### src/rtl/sync_updown_counter.sv
// Parametrised up/down counter with a programmable modulus, a wrap or saturate boundary mode,
// parallel load, a registered terminal-count pulse and a sticky overflow flag.
module sync_updown_counter #(
  parameter int unsigned      WIDTH     = 8,
  parameter logic [WIDTH-1:0] MAX_VAL   = {WIDTH{1'b1}},
  parameter bit               SATURATE  = 1'b0,
  parameter logic [WIDTH-1:0] RESET_VAL = '0
) (
  input  logic             clk,
  input  logic             reset,
  input  logic             clear,
  input  logic             en,
  input  logic             up_dn,
  input  logic             load,
  input  logic [WIDTH-1:0] load_val,
  output logic [WIDTH-1:0] q,
  output logic             tc,
  output logic             ovf,
  output logic             at_max,
  output logic             at_min
);

  localparam logic [WIDTH-1:0] ONE = {{(WIDTH-1){1'b0}}, 1'b1};

  logic [WIDTH-1:0] q_nxt;
  logic             tc_nxt;
  logic             ovf_nxt;

  assign at_max = (q == MAX_VAL);
  assign at_min = (q == '0);

  // Boundaries are detected by comparison rather than by carry, so a full-range
  // modulus and a short modulus take the same path.
  always_comb begin
    q_nxt   = q;
    tc_nxt  = 1'b0;
    ovf_nxt = ovf;
    if (clear) begin
      q_nxt   = RESET_VAL;
      ovf_nxt = 1'b0;
    end else if (load) begin
      q_nxt = (load_val > MAX_VAL) ? MAX_VAL : load_val;
    end else if (en) begin
      if (up_dn) begin
        if (at_max) begin
          tc_nxt  = 1'b1;
          ovf_nxt = 1'b1;
          if (!SATURATE) q_nxt = '0;
        end else begin
          q_nxt = q + ONE;
        end
      end else begin
        if (at_min) begin
          tc_nxt  = 1'b1;
          ovf_nxt = 1'b1;
          if (!SATURATE) q_nxt = MAX_VAL;
        end else begin
          q_nxt = q - ONE;
        end
      end
    end
  end

  always_ff @(posedge clk or posedge reset) begin
    if (reset) begin
      q   <= RESET_VAL;
      tc  <= 1'b0;
      ovf <= 1'b0;
    end else begin
      q   <= q_nxt;
      tc  <= tc_nxt;
      ovf <= ovf_nxt;
    end
  end

endmodule

### config.mk
export PLATFORM = sky130hd
export DESIGN_NAME = sync_updown_counter
export DESIGN_NICKNAME = d
export VERILOG_FILES = /design/src/rtl/sync_updown_counter.sv
export SDC_FILE = /design/constraint.sdc
export NUM_CORES = 1
export LEC_CHECK = 0
export ABC_AREA = 0
export CORE_MARGIN = 2
export CORE_UTILIZATION = 50
export DETAILED_ROUTE_END_ITERATION = 8
export PLACE_DENSITY = 0.94
export SLEW_MARGIN = 40
export SYNTH_ARGS = -nofsm -noshare
export SYNTH_HDL_FRONTEND = slang
export SYNTH_SLANG_ARGS = --single-unit
### constraint.sdc
create_clock -name clk -period 2.71 [get_ports clk]
set_input_delay 0.4065 -clock clk [delete_from_list [all_inputs] [get_ports clk]]
set_output_delay 0.4065 -clock clk [all_outputs]
set_load 0.01 [all_outputs]
==> implementation parameters <==
Parameter                              Value

Outcome
  Status ... finished, final reports clean

Clocking
  CTS Root Cell ... sky130_fd_sc_hd__clkbuf_4
  TritonCTS clock tree ... yes
  Clock slew seen by the registers of the worst setup and hold paths ... 0.07 ns
  Source-to-sink clock delay at the later pin of the worst-skew pair ... 0.28 ns
  Clock sink count ... 10
  Buffer depth of the longest clock path ... 2
  Count of hold buffers inserted by post-cts repair ... 0
  Number of H-tree levels ... 1
  Number of buffers added for setup after CTS ... 0
  Cells resized by post-CTS repair ... 0
  TritonCTS buffer count ... 3

Timing
  Clock Skews ... 0.00106 ns
  Max-slew violations ... 0
  Setup repair after global routing missed its margin ... false
  Number of endpoints with negative hold slack in the final report ... 0
  Final worst-path cycle share ... 95.0%
  Post-layout minimum cycle time ... 2.57 ns
  Final worst hold slack ... 0.418 ns
  Number of setup violations in the final report ... 0
  Worst slew margin relative to its limit ... 63.3%
  Highest clock frequency the design can meet ... 389 MHz
  Setup TNS ... 0 ns
  Slew at the pin closest to its max-slew limit ... 0.549 ns

Synthesis
  Share of the synthesized area in the top cell type ... 27.0%
  Cells after Synth ... 116
  Most area-consuming cells after synthesis ... sky130_fd_sc_hd__dfrtp_1, sky130_fd_sc_hd__a21oi_1, sky130_fd_sc_hd__nor2_1
  Synth warn ... 0
  Count of flip-flops with a built-in enable after synthesis ... 0
  Average cell area after synthesis ... 7.99 um^2
  Synthesized flop and latch total ... 10
  Synth unique cells ... 41
  Most repeated cell in the gate-level netlist after synthesis ... sky130_fd_sc_hd__nor2_1
  Netlist Area Pre-Place ... 927 um^2
  Nets in the synthesized netlist ... 133
  Dominant cell type by area after synthesis ... sky130_fd_sc_hd__dfrtp_1
  Share of synthesized area occupied by flip-flops and latches ... 27.0%
  Leading cell types by count after synthesis ... sky130_fd_sc_hd__nor2_1, sky130_fd_sc_hd__a21oi_1, sky130_fd_sc_hd__dfrtp_1
  Async set or reset register ratio after synthesis ... 100%
  Top flip-flop cell by instance count after synthesis ... sky130_fd_sc_hd__dfrtp_1

Power and ir drop
  Power density cells ... 418 nW/um^2
  Combinational Power Share ... 36.3%
  Power Total ... 0.511 mW
  Sw power ... 0.173 mW
  Maximum vdd ir drop ... 0.000230 V
  Portion of total power attributed to the clock network ... 27.9%
  Internal portion of total power ... 0.337 mW
  Sequential share of power ... 35.8%
  Leakage power figure ... 0.525 nW
  Switching share of total power ... 34.0%

Setup path
  Endpoint kind of the worst setup timing path ... output pin
  Worst Path Class, Setup ... flop to output pin
  Worst endpoint data arrival time ... 2.17 ns
  Maximum fanout along the worst path ... 9
  Worst Setup Start Kind ... flop
  CP required ... 2.30 ns

Hold path
  Min-Delay Path Class ... input pin to async pin

Placement
  Placement Cell Area ... 1180 um^2
  Number of buffers added on ports ... 25
  Half-perimeter wire length after placement ... 1.80 mm
  Placer's final routability congestion estimate ... 0.926

Die
  Die Wd ... 47.1 um
  DIE HEIGHT ... 47.1 um
  Effective utilization at floorplan ... 53.7%
  Top-level port count ... 26
  Die area ... 2210 um^2
  Core outline area ... 1730 um^2
  Std cell rows ... 15

Finish
  Synth-to-Final Area Change ... 31.7%
  Final-stage net count ... 157
  Fraction of layout cells with a size suffix above 1 ... 12.9%
  Antenna diode count ... 0
  Total non-filler cell area in the finished layout ... 1220 um^2

Drt
  Overall via count from detail_route ... 1011
  Drt first-iter violations ... 29
  Pre-antenna DRT Iters ... 4
  Mean number of vias per cell ... 6.16
  DR WL/cell ... 15.4 um
  Number of nets with antenna violations after detailed routing ... 0
  Post-Route WL ... 2.52 mm
  Final routed DRC violation total ... 0

Global routing
  Maximum number of pins on one net before global-route repair ... 18
  Initial antenna violation count ... 0
  Total congestion overflow ... 0
  Met3 demand-to-capacity share in global routing ... 5.38%
  Global-route usage over all layers ... 26.2%
  Most utilized layer in the global route result ... met2
  Met1 layer usage reported by global route ... 30.4%
  Global routing met2 resource utilization ... 44.9%
  Wire length of the first global-routing pass ... 4.02 mm
  Via count of the first global-routing pass ... 946

Job
  Number of max-cap violations ... 0
[worst max-delay path: stages, from the launching register on]
cell	delay, ns
sky130_fd_sc_hd__dfrtp_1	0.52
sky130_fd_sc_hd__and3_1	0.32
sky130_fd_sc_hd__and3_1	0.26
sky130_fd_sc_hd__nand3_1	0.16
sky130_fd_sc_hd__inv_1	0.10
sky130_fd_sc_hd__clkdlybuf4s50_1	0.53
[path summary, 6_finish.rpt]
path | startpoint | cells after the start | end | slack [ns]
max | q[4] | 5 | at_max | 0.14
min | reset | 2 | q[2] | 0.42
max reg2reg | q[0] | 6 | q[7] | 0.63
min reg2reg | ovf | 2 | ovf | 0.49
max in group asynchronous | reset | 2 | q[1] | 1.97
min in group clk | ovf | 2 | ovf | 0.49
[sequential cells by signal, indices dropped and copies added (netlist names)]
name,flops
q,8
ovf,1
tc,1
[through the flow]
step | worst slack (ns) | util, % | cells
after floorplan | 0.802 | - | 116
after global placement | 0.393 | 68.2 | 160
after detailed placement | 0.334 | 68.2 | 160
after CTS | 0.0286 | 70.3 | 164
after global routing | 0.0710 | 70.7 | 164
final | 0.137 | 70.7 | 164
[per-layer routing]
layer	part of all wire, %	wire, um	vias up
li1	-	-	473
met1	42	1060	475
met2	50	1250	54
met3	6.2	155	9
met4	2.2	55	0
met5	0	0	-
[cell families after synthesis]
kind of cell | after synthesis | synth area share, %
flip-flops | 10 | 27.0
XOR/XNOR | 7 | 6.61
buffers and inverters | 18 | 9.45
adder cells (fa/ha/maj) | 3 | 4.05
multiplexers | 2 | 2.16
AND/OR/NAND/NOR | 41 | 23.6
AO/OA/AOI/OAI | 35 | 27.1
[final cells by class]
cell class,instances,area [um^2]
flip-flops and latches,10,253
repair buffers,28,275
inverters,9,33.8
multi-input cells,88,592
clock buffers,4,36.3
fillers,140,505
well taps,25,31.3
[layout by cell type (no fill, tap or decap), drive strengths merged]
| master | Yosys | routed |
|---|---|---|
| a211oi | 4 | 4 |
| nand4 | 1 | 1 |
| o21ai | 4 | 4 |
| or2 | 1 | 1 |
| nor2b | 1 | 1 |
| a41oi | 1 | 1 |
| mux2i | 2 | 2 |
| inv | 9 | 9 |
| nor4 | 2 | 2 |
| and2b | 1 | 1 |
| o311a | 1 | 1 |
| clkdlybuf4s50 | 0 | 24 |
| or3 | 1 | 1 |
| or4b | 1 | 1 |
| buf | 5 | 3 |
| a32oi | 1 | 1 |
| o211ai | 1 | 1 |
| a211o | 1 | 1 |
| dfrtp | 10 | 10 |
| a2111oi | 3 | 3 |
| and3 | 3 | 3 |
| o31ai | 2 | 2 |
| clkbuf | 4 | 4 |
| nor3 | 5 | 5 |
| nor2 | 12 | 12 |
| nand2 | 6 | 6 |
| a221o | 1 | 1 |
| a21oi | 10 | 10 |
| a31oi | 4 | 4 |
| o2bb2ai | 1 | 1 |
| xnor2 | 3 | 3 |
| ha | 3 | 3 |
| nand3 | 6 | 6 |
| nand2b | 1 | 1 |
| a41o | 1 | 1 |
| xor2 | 4 | 4 |
| dlymetal6s2s | 0 | 1 |
[power by group through the flow]
stage / clock, mW / sequential [mW] / combinational, mW
2_1_floorplan: 0 / 0.178 / 0.125
3_3_place_gp: 0 / 0.183 / 0.179
3_5_place_dp: 0 / 0.185 / 0.183
4_1_cts: 0.145 / 0.182 / 0.184
5_1_grt: 0.151 / 0.185 / 0.204
6_report: 0.143 / 0.183 / 0.186
Power figures use the tool's default switching activity.
